File: src/rtl/gpio_bus_arb.sv
// Two-requester round-robin arbiter in front of a single GPIO register port.
// Define GPIO_BUS_ARB_TIMEOUT_EN to add a read timeout of TIMEOUT wait cycles.
module gpio_bus_arb #(
   parameter int unsigned TIMEOUT = 15
) (
   input  logic        clk,
   input  logic        rst_n,
   input  logic        m0_wr_valid,
   input  logic        m0_rd_valid,
   input  logic [31:0] m0_wr_addr,
   input  logic [31:0] m0_wr_data,
   input  logic [31:0] m0_rd_addr,
   output logic        m0_grant,
   output logic        m0_rd_ready,
   output logic [31:0] m0_rd_data,
   output logic        m0_rd_err,
   input  logic        m1_wr_valid,
   input  logic        m1_rd_valid,
   input  logic [31:0] m1_wr_addr,
   input  logic [31:0] m1_wr_data,
   input  logic [31:0] m1_rd_addr,
   output logic        m1_grant,
   output logic        m1_rd_ready,
   output logic [31:0] m1_rd_data,
   output logic        m1_rd_err,
   output logic        ic0_c_axi_mst_wr_valid,
   output logic        ic0_c_axi_mst_rd_valid,
   output logic [31:0] ic0_axi_mst_wr_addr,
   output logic [31:0] ic0_axi_mst_wr_data,
   output logic [31:0] ic0_axi_mst_rd_addr,
   input  logic        ic0_c_axi_slv_rd_ready,
   input  logic [31:0] ic0_axi_slv_rd_data
);

   typedef enum logic [1:0] {IDLE, ISSUE, RD_WAIT, RESP} state_t;

   state_t      state_q, state_d;
   logic        last_q, last_d;
   logic        owner_q, owner_d;
   logic        is_wr_q, is_wr_d;
   logic        wr_valid_q, wr_valid_d;
   logic        rd_valid_q, rd_valid_d;
   logic [31:0] wr_addr_q, wr_addr_d;
   logic [31:0] wr_data_q, wr_data_d;
   logic [31:0] rd_addr_q, rd_addr_d;
   logic [1:0]  grant_q, grant_d;
   logic [1:0]  rd_ready_q, rd_ready_d;
   logic [31:0] rd_data_q, rd_data_d;
   logic        req0, req1, win1, sel_wr;

`ifdef GPIO_BUS_ARB_TIMEOUT_EN
   localparam logic [7:0] TIMEOUT_CNT = 8'(TIMEOUT);
   logic [7:0]  cnt_q, cnt_d;
   logic [1:0]  rd_err_q, rd_err_d;
`endif

   // last_q holds the last granted requester; a contested request goes to the other one.
   always_comb begin
      state_d    = state_q;
      last_d     = last_q;
      owner_d    = owner_q;
      is_wr_d    = is_wr_q;
      wr_valid_d = 1'b0;
      rd_valid_d = 1'b0;
      wr_addr_d  = '0;
      wr_data_d  = '0;
      rd_addr_d  = '0;
      grant_d    = 2'b00;
      rd_ready_d = 2'b00;
      rd_data_d  = '0;
`ifdef GPIO_BUS_ARB_TIMEOUT_EN
      cnt_d      = cnt_q;
      rd_err_d   = 2'b00;
`endif
      req0   = m0_wr_valid | m0_rd_valid;
      req1   = m1_wr_valid | m1_rd_valid;
      win1   = req1 & (~req0 | ~last_q);
      sel_wr = win1 ? m1_wr_valid : m0_wr_valid;

      unique case (state_q)
         IDLE: begin
            if (req0 | req1) begin
               state_d    = ISSUE;
               owner_d    = win1;
               is_wr_d    = sel_wr;
               grant_d    = win1 ? 2'b10 : 2'b01;
               wr_valid_d = sel_wr;
               rd_valid_d = ~sel_wr;
               if (sel_wr) begin
                  wr_addr_d = win1 ? m1_wr_addr : m0_wr_addr;
                  wr_data_d = win1 ? m1_wr_data : m0_wr_data;
               end else begin
                  rd_addr_d = win1 ? m1_rd_addr : m0_rd_addr;
               end
            end
         end
         ISSUE: begin
            last_d  = owner_q;
            state_d = is_wr_q ? IDLE : RD_WAIT;
`ifdef GPIO_BUS_ARB_TIMEOUT_EN
            cnt_d   = '0;
`endif
         end
         RD_WAIT: begin
            if (ic0_c_axi_slv_rd_ready) begin
               state_d    = RESP;
               rd_ready_d = owner_q ? 2'b10 : 2'b01;
               rd_data_d  = ic0_axi_slv_rd_data;
            end
`ifdef GPIO_BUS_ARB_TIMEOUT_EN
            else begin
               cnt_d = cnt_q + 8'd1;
               if (cnt_d == TIMEOUT_CNT) begin
                  state_d    = RESP;
                  rd_ready_d = owner_q ? 2'b10 : 2'b01;
                  rd_err_d   = owner_q ? 2'b10 : 2'b01;
               end
            end
`endif
         end
         RESP: begin
            state_d = IDLE;
         end
         default: begin
            state_d = IDLE;
         end
      endcase
   end

   always_ff @(posedge clk) begin
      if (!rst_n) begin
         state_q    <= IDLE;
         last_q     <= 1'b1;
         owner_q    <= 1'b0;
         is_wr_q    <= 1'b0;
         wr_valid_q <= 1'b0;
         rd_valid_q <= 1'b0;
         wr_addr_q  <= '0;
         wr_data_q  <= '0;
         rd_addr_q  <= '0;
         grant_q    <= 2'b00;
         rd_ready_q <= 2'b00;
         rd_data_q  <= '0;
`ifdef GPIO_BUS_ARB_TIMEOUT_EN
         cnt_q      <= '0;
         rd_err_q   <= 2'b00;
`endif
      end else begin
         state_q    <= state_d;
         last_q     <= last_d;
         owner_q    <= owner_d;
         is_wr_q    <= is_wr_d;
         wr_valid_q <= wr_valid_d;
         rd_valid_q <= rd_valid_d;
         wr_addr_q  <= wr_addr_d;
         wr_data_q  <= wr_data_d;
         rd_addr_q  <= rd_addr_d;
         grant_q    <= grant_d;
         rd_ready_q <= rd_ready_d;
         rd_data_q  <= rd_data_d;
`ifdef GPIO_BUS_ARB_TIMEOUT_EN
         cnt_q      <= cnt_d;
         rd_err_q   <= rd_err_d;
`endif
      end
   end

   assign ic0_c_axi_mst_wr_valid = wr_valid_q;
   assign ic0_c_axi_mst_rd_valid = rd_valid_q;
   assign ic0_axi_mst_wr_addr    = wr_addr_q;
   assign ic0_axi_mst_wr_data    = wr_data_q;
   assign ic0_axi_mst_rd_addr    = rd_addr_q;
   assign m0_grant               = grant_q[0];
   assign m1_grant               = grant_q[1];
   assign m0_rd_ready            = rd_ready_q[0];
   assign m1_rd_ready            = rd_ready_q[1];
   assign m0_rd_data             = rd_ready_q[0] ? rd_data_q : '0;
   assign m1_rd_data             = rd_ready_q[1] ? rd_data_q : '0;

`ifdef GPIO_BUS_ARB_TIMEOUT_EN
   assign m0_rd_err = rd_err_q[0];
   assign m1_rd_err = rd_err_q[1];
`else
   assign m0_rd_err = 1'b0;
   assign m1_rd_err = 1'b0;
`endif

endmodule

File: config.mk
export PLATFORM = sky130hd
export DESIGN_NAME = gpio_bus_arb
export DESIGN_NICKNAME = d
export VERILOG_FILES = /design/src/rtl/gpio_bus_arb.sv
export SDC_FILE = /design/constraint.sdc
export NUM_CORES = 1
export LEC_CHECK = 0
export ABC_AREA = 1
export CAP_MARGIN = 20
export CORE_AREA = 3 3 152 154
export DETAILED_ROUTE_END_ITERATION = 10
export DIE_AREA = 0 0 155 157
export PLACE_DENSITY_LB_ADDON = 0.05
export SETUP_SLACK_MARGIN = 0.02
export SLEW_MARGIN = 10
export SYNTH_ARGS = -nofsm -noshare
export SYNTH_HDL_FRONTEND = slang
export SYNTH_SLANG_ARGS = --single-unit
File: constraint.sdc
create_clock -name clk -period 2.7 [get_ports clk]
set_clock_uncertainty 0.15 [all_clocks]
set_input_delay 0.54 -clock clk [delete_from_list [all_inputs] [get_ports clk]]
set_output_delay 0.54 -clock clk [all_outputs]
set_load 0.02 [all_outputs]
==> summary.md <==
| Metric | Value |
|---|---|
| CP required | 2.01 ns |
| DR pass1 iterations | 4 |
| Setup TNS | 0 ns |
| Clk pwr share | 0.412 |
| Antenna violations before repair | 2 |
| IO Port Bufs | 396 |
| Detailed Place HPWL | 17050 um |
| Final Instance Count excl. Fillers | 1576 |
| FF-to-FF setup slack | 1.20 ns |
| Drt first-iter violations | 240 |
| Final instance area | 10790 um2 |
| Gr ovfl total | 0 |
| Fin crit period | 2.531 ns |
| Fin crit share | 0.9376 |
| Worst R2R Start | state_q[0] |
| Internal power | 4.742 mW |
| First-pass GRT wire length | 33460 um |
| Worst-path fanout max | 33 |
| Slew @ Worst Pin | 0.5482 ns |
| RSZ-0062 raised after global routing | false |
| Fill count | 2223 |
| Post-DP Area | 10110 um2 |
| WL/cell | 14.48 um |
| Inst Count DP | 1543 |
| Vias per cell | 4.005 |
| CTS tree | yes |
| Reg area | 2783 um2 |
| Share of cells above drive strength 1 | 0.03787 |
| Largest net degree at the start of global routing | 98 |
| Routed Antenna Nets | 0 |
| Hold-fix buffers, CTS | 0 |
| Slew Limit Fails | 0 |
| Crit. End Element | output pin |
| H-tree levels | 4 |
| Comb power frac | 0.240 |
| Syn. warnings | 0 |
| Seq pwr share | 0.347 |
| Residual DRC | 0 |
| Slew headroom | 0.6345 |
| Chip Width | 155 um |
| Reg2reg path depth | 7 |
| Max-cap viol count | 0 |
| Max frequency | 395.0 MHz |
| CP max-delay cell | clkdlybuf4s50_1 |
| Hold depth | 1 |
| Setup violations, final | 0 |
| Top cells by area, synth | dfxtp_1, nand2_1, inv_1 |
| Worst hold path class | reg -> reg |
| Leak pwr | 5.540 nW |
| Commonest cells in the synthesized netlist | nand2_1, inv_1, dfxtp_1, nor2_1, nand3_1 |
| Post-synth top area share | 0.4780 |
| Hold_sp | owner_q |
| Power Density | 604.4 nW/um2 |
| Syn Area/Cell | 6.454 um2 |
| Synth cell types | 16 |
| EDFF count, synth | 0 |
| Primary FF master, synth | dfxtp_1 |
| Total CTS buffers | 17 |
| GPL Wtd Cong | 0.8106 |
| Ys async rst share | 0 |
| Worst path max stage delay | 0.59 ns |
| Vias in the first global route | 5815 |
| Final wirelength | 22820 um |
| Peak VDD IR | 0.3899 mV |
| Post-synthesis sequential area ratio | 0.4780 |
| Die Span Y | 157 um |
| Starting Density | 0.2668 |
| R2R Path End | ic0_axi_mst_wr_data[28] |
| CTS sink count | 139 |
| Clock root buffer | clkbuf_16 |
| # rows | 54 |
| DP Worst Slack | 0.3361 ns |
| Multi-input gate area in the final layout | 2083 um2 |
| Crit-path cells | buf_4 > nand2_1 > inv_1 > clkdlybuf4s50_1 |
| Cell taking the most area after synthesis | dfxtp_1 |
| Worst setup margin | 0.1685 ns |
| Hold Crit Endpoint | rd_ready_q[0] |
| Status | complete, no violations |
| Die ar. | 24340 um2 |
| Post_cts resized | 0 |
| Final Hold Fails | 0 |
| Core area | 21820 um2 |
| Vias | 6312 |
| Yosys reg bits | 139 |
| Arrival time worst endpoint | 1.84 ns |
| Switching Fraction | 0.2728 |
| Design Power | 6.520 mW |
| Worst Setup Path Type | reg -> out |
| Layout Nets | 1513 |
| Total global-route track usage | 0.1790 |
| Crit path launch type | register |
| Clk slew on worst S/H paths | 0.06 ns |
| Worst-Skew Late Latency | 0.41 ns |
| Post-Syn Instances | 902 |
| Cell with the most instances after synthesis | nand2_1 |
| Post-CTS setup buffers | 0 |
| Area delta synth->final | 85.30% |
| Mapped Area | 5822 um2 |
| Buffer levels on the longest clock path | 2 |
| Ports | 399 |
| Sw Pwr | 1.779 mW |
[cells by family (layout without fill, tap and decap cells)]
group | after synthesis | count (layout) | synth area share
DFF | 139 | 139 | 0.4780
buffers and inverters | 252 | 643 | 0.1666
other | 1 | 4 | 0.0006441
AOI/OAI and AO/OA | 6 | 6 | 0.007523
and+or+nand+nor | 504 | 504 | 0.3473
[registers in the layout, summed over array words and instances, names as in the netlist, named ones only]
signal	count
is_wr_q	1
ic0_c_axi_mst_wr_valid	1
ic0_axi_mst_wr_addr	32
rd_ready_q	2
last_q	1
ic0_axi_mst_wr_data	32
ic0_axi_mst_rd_addr	32
grant_q	2
rd_data_q	32
ic0_c_axi_mst_rd_valid	1
state_q	1
owner_q	1
[worst max-delay path: cells and delay by family, from the launching register on]
family / cells / cell delay (ns)
flops: 1 / 0.30
simple gates: 1 / 0.14
buf+inv: 3 / 0.98
[worst max-delay path by stage]
stage	start	end	slack (ns)
5_1_grt	rd_ready_q[0]	m0_rd_data[22]	0.03
4_1_cts	rd_ready_q[0]	m0_rd_data[22]	0.09
3_3_place_gp	m0_wr_valid	ic0_axi_mst_rd_addr[31]	0.30
2_1_floorplan	m1_rd_valid	is_wr_q	0.96
6_report	rd_ready_q[0]	m0_rd_data[15]	0.17
3_5_place_dp	m1_rd_valid	is_wr_q	0.34
[power groups by stage]
stage          registers [mW]  logic (mW)  clock network, mW
2_1_floorplan            2.48       0.579                  0
3_3_place_gp             2.31        1.59                  0
3_5_place_dp             2.31        1.60                  0
4_1_cts                  2.27        1.60               2.77
5_1_grt                  2.28        1.73               2.84
6_report                 2.26        1.57               2.69
[routing by layer]
layer,GRT usage,vias up,share of wire
met3,0.07231,33,0.097
met4,0.06897,0,0.026
met1,0.1955,2685,0.39
met5,0,-,0
met2,0.3119,253,0.49
li1,-,3341,-
[final cells by class]
| type | count | area share |
|---|---|---|
| timing repair buffer | 411 | 0.3837 |
| sequential | 139 | 0.2579 |
| multi-input combinational | 512 | 0.1931 |
| inverter | 201 | 0.07005 |
| clock buffer | 20 | 0.04233 |
| tap | 280 | 0.03248 |
| clock inverter | 11 | 0.01995 |
| antenna | 2 | 0.0004639 |
[placed cells by master (no fill, tap or decap)]
cell,count
bufinv_16,6
nor2_1,137
diode_2,2
o21ai_4,1
o21a_1,1
clkbuf_1,1
inv_1,200
nand2_1,264
o21ai_0,2
a21oi_1,2
clkinvlp_4,1
buf_12,5
conb_1,2
inv_6,1
clkbuf_16,17
nand3_1,101
dfxtp_1,139
clkinv_2,3
nand3_2,1
buf_4,10
clkinv_4,1
clkdlybuf4s50_1,396
nand2_4,1
clkbuf_8,2
[per-stage QoR]
step | hold slack, ns | util
after floorplan | 0.2637 | -
after global placement | 0.3035 | 0.4633
after detailed placement | 0.2904 | 0.4633
after CTS | 0.3060 | 0.4941
after global routing | 0.3492 | 0.4943
final | 0.3089 | 0.4943
Note: power is estimated with default switching activity, not from simulation.
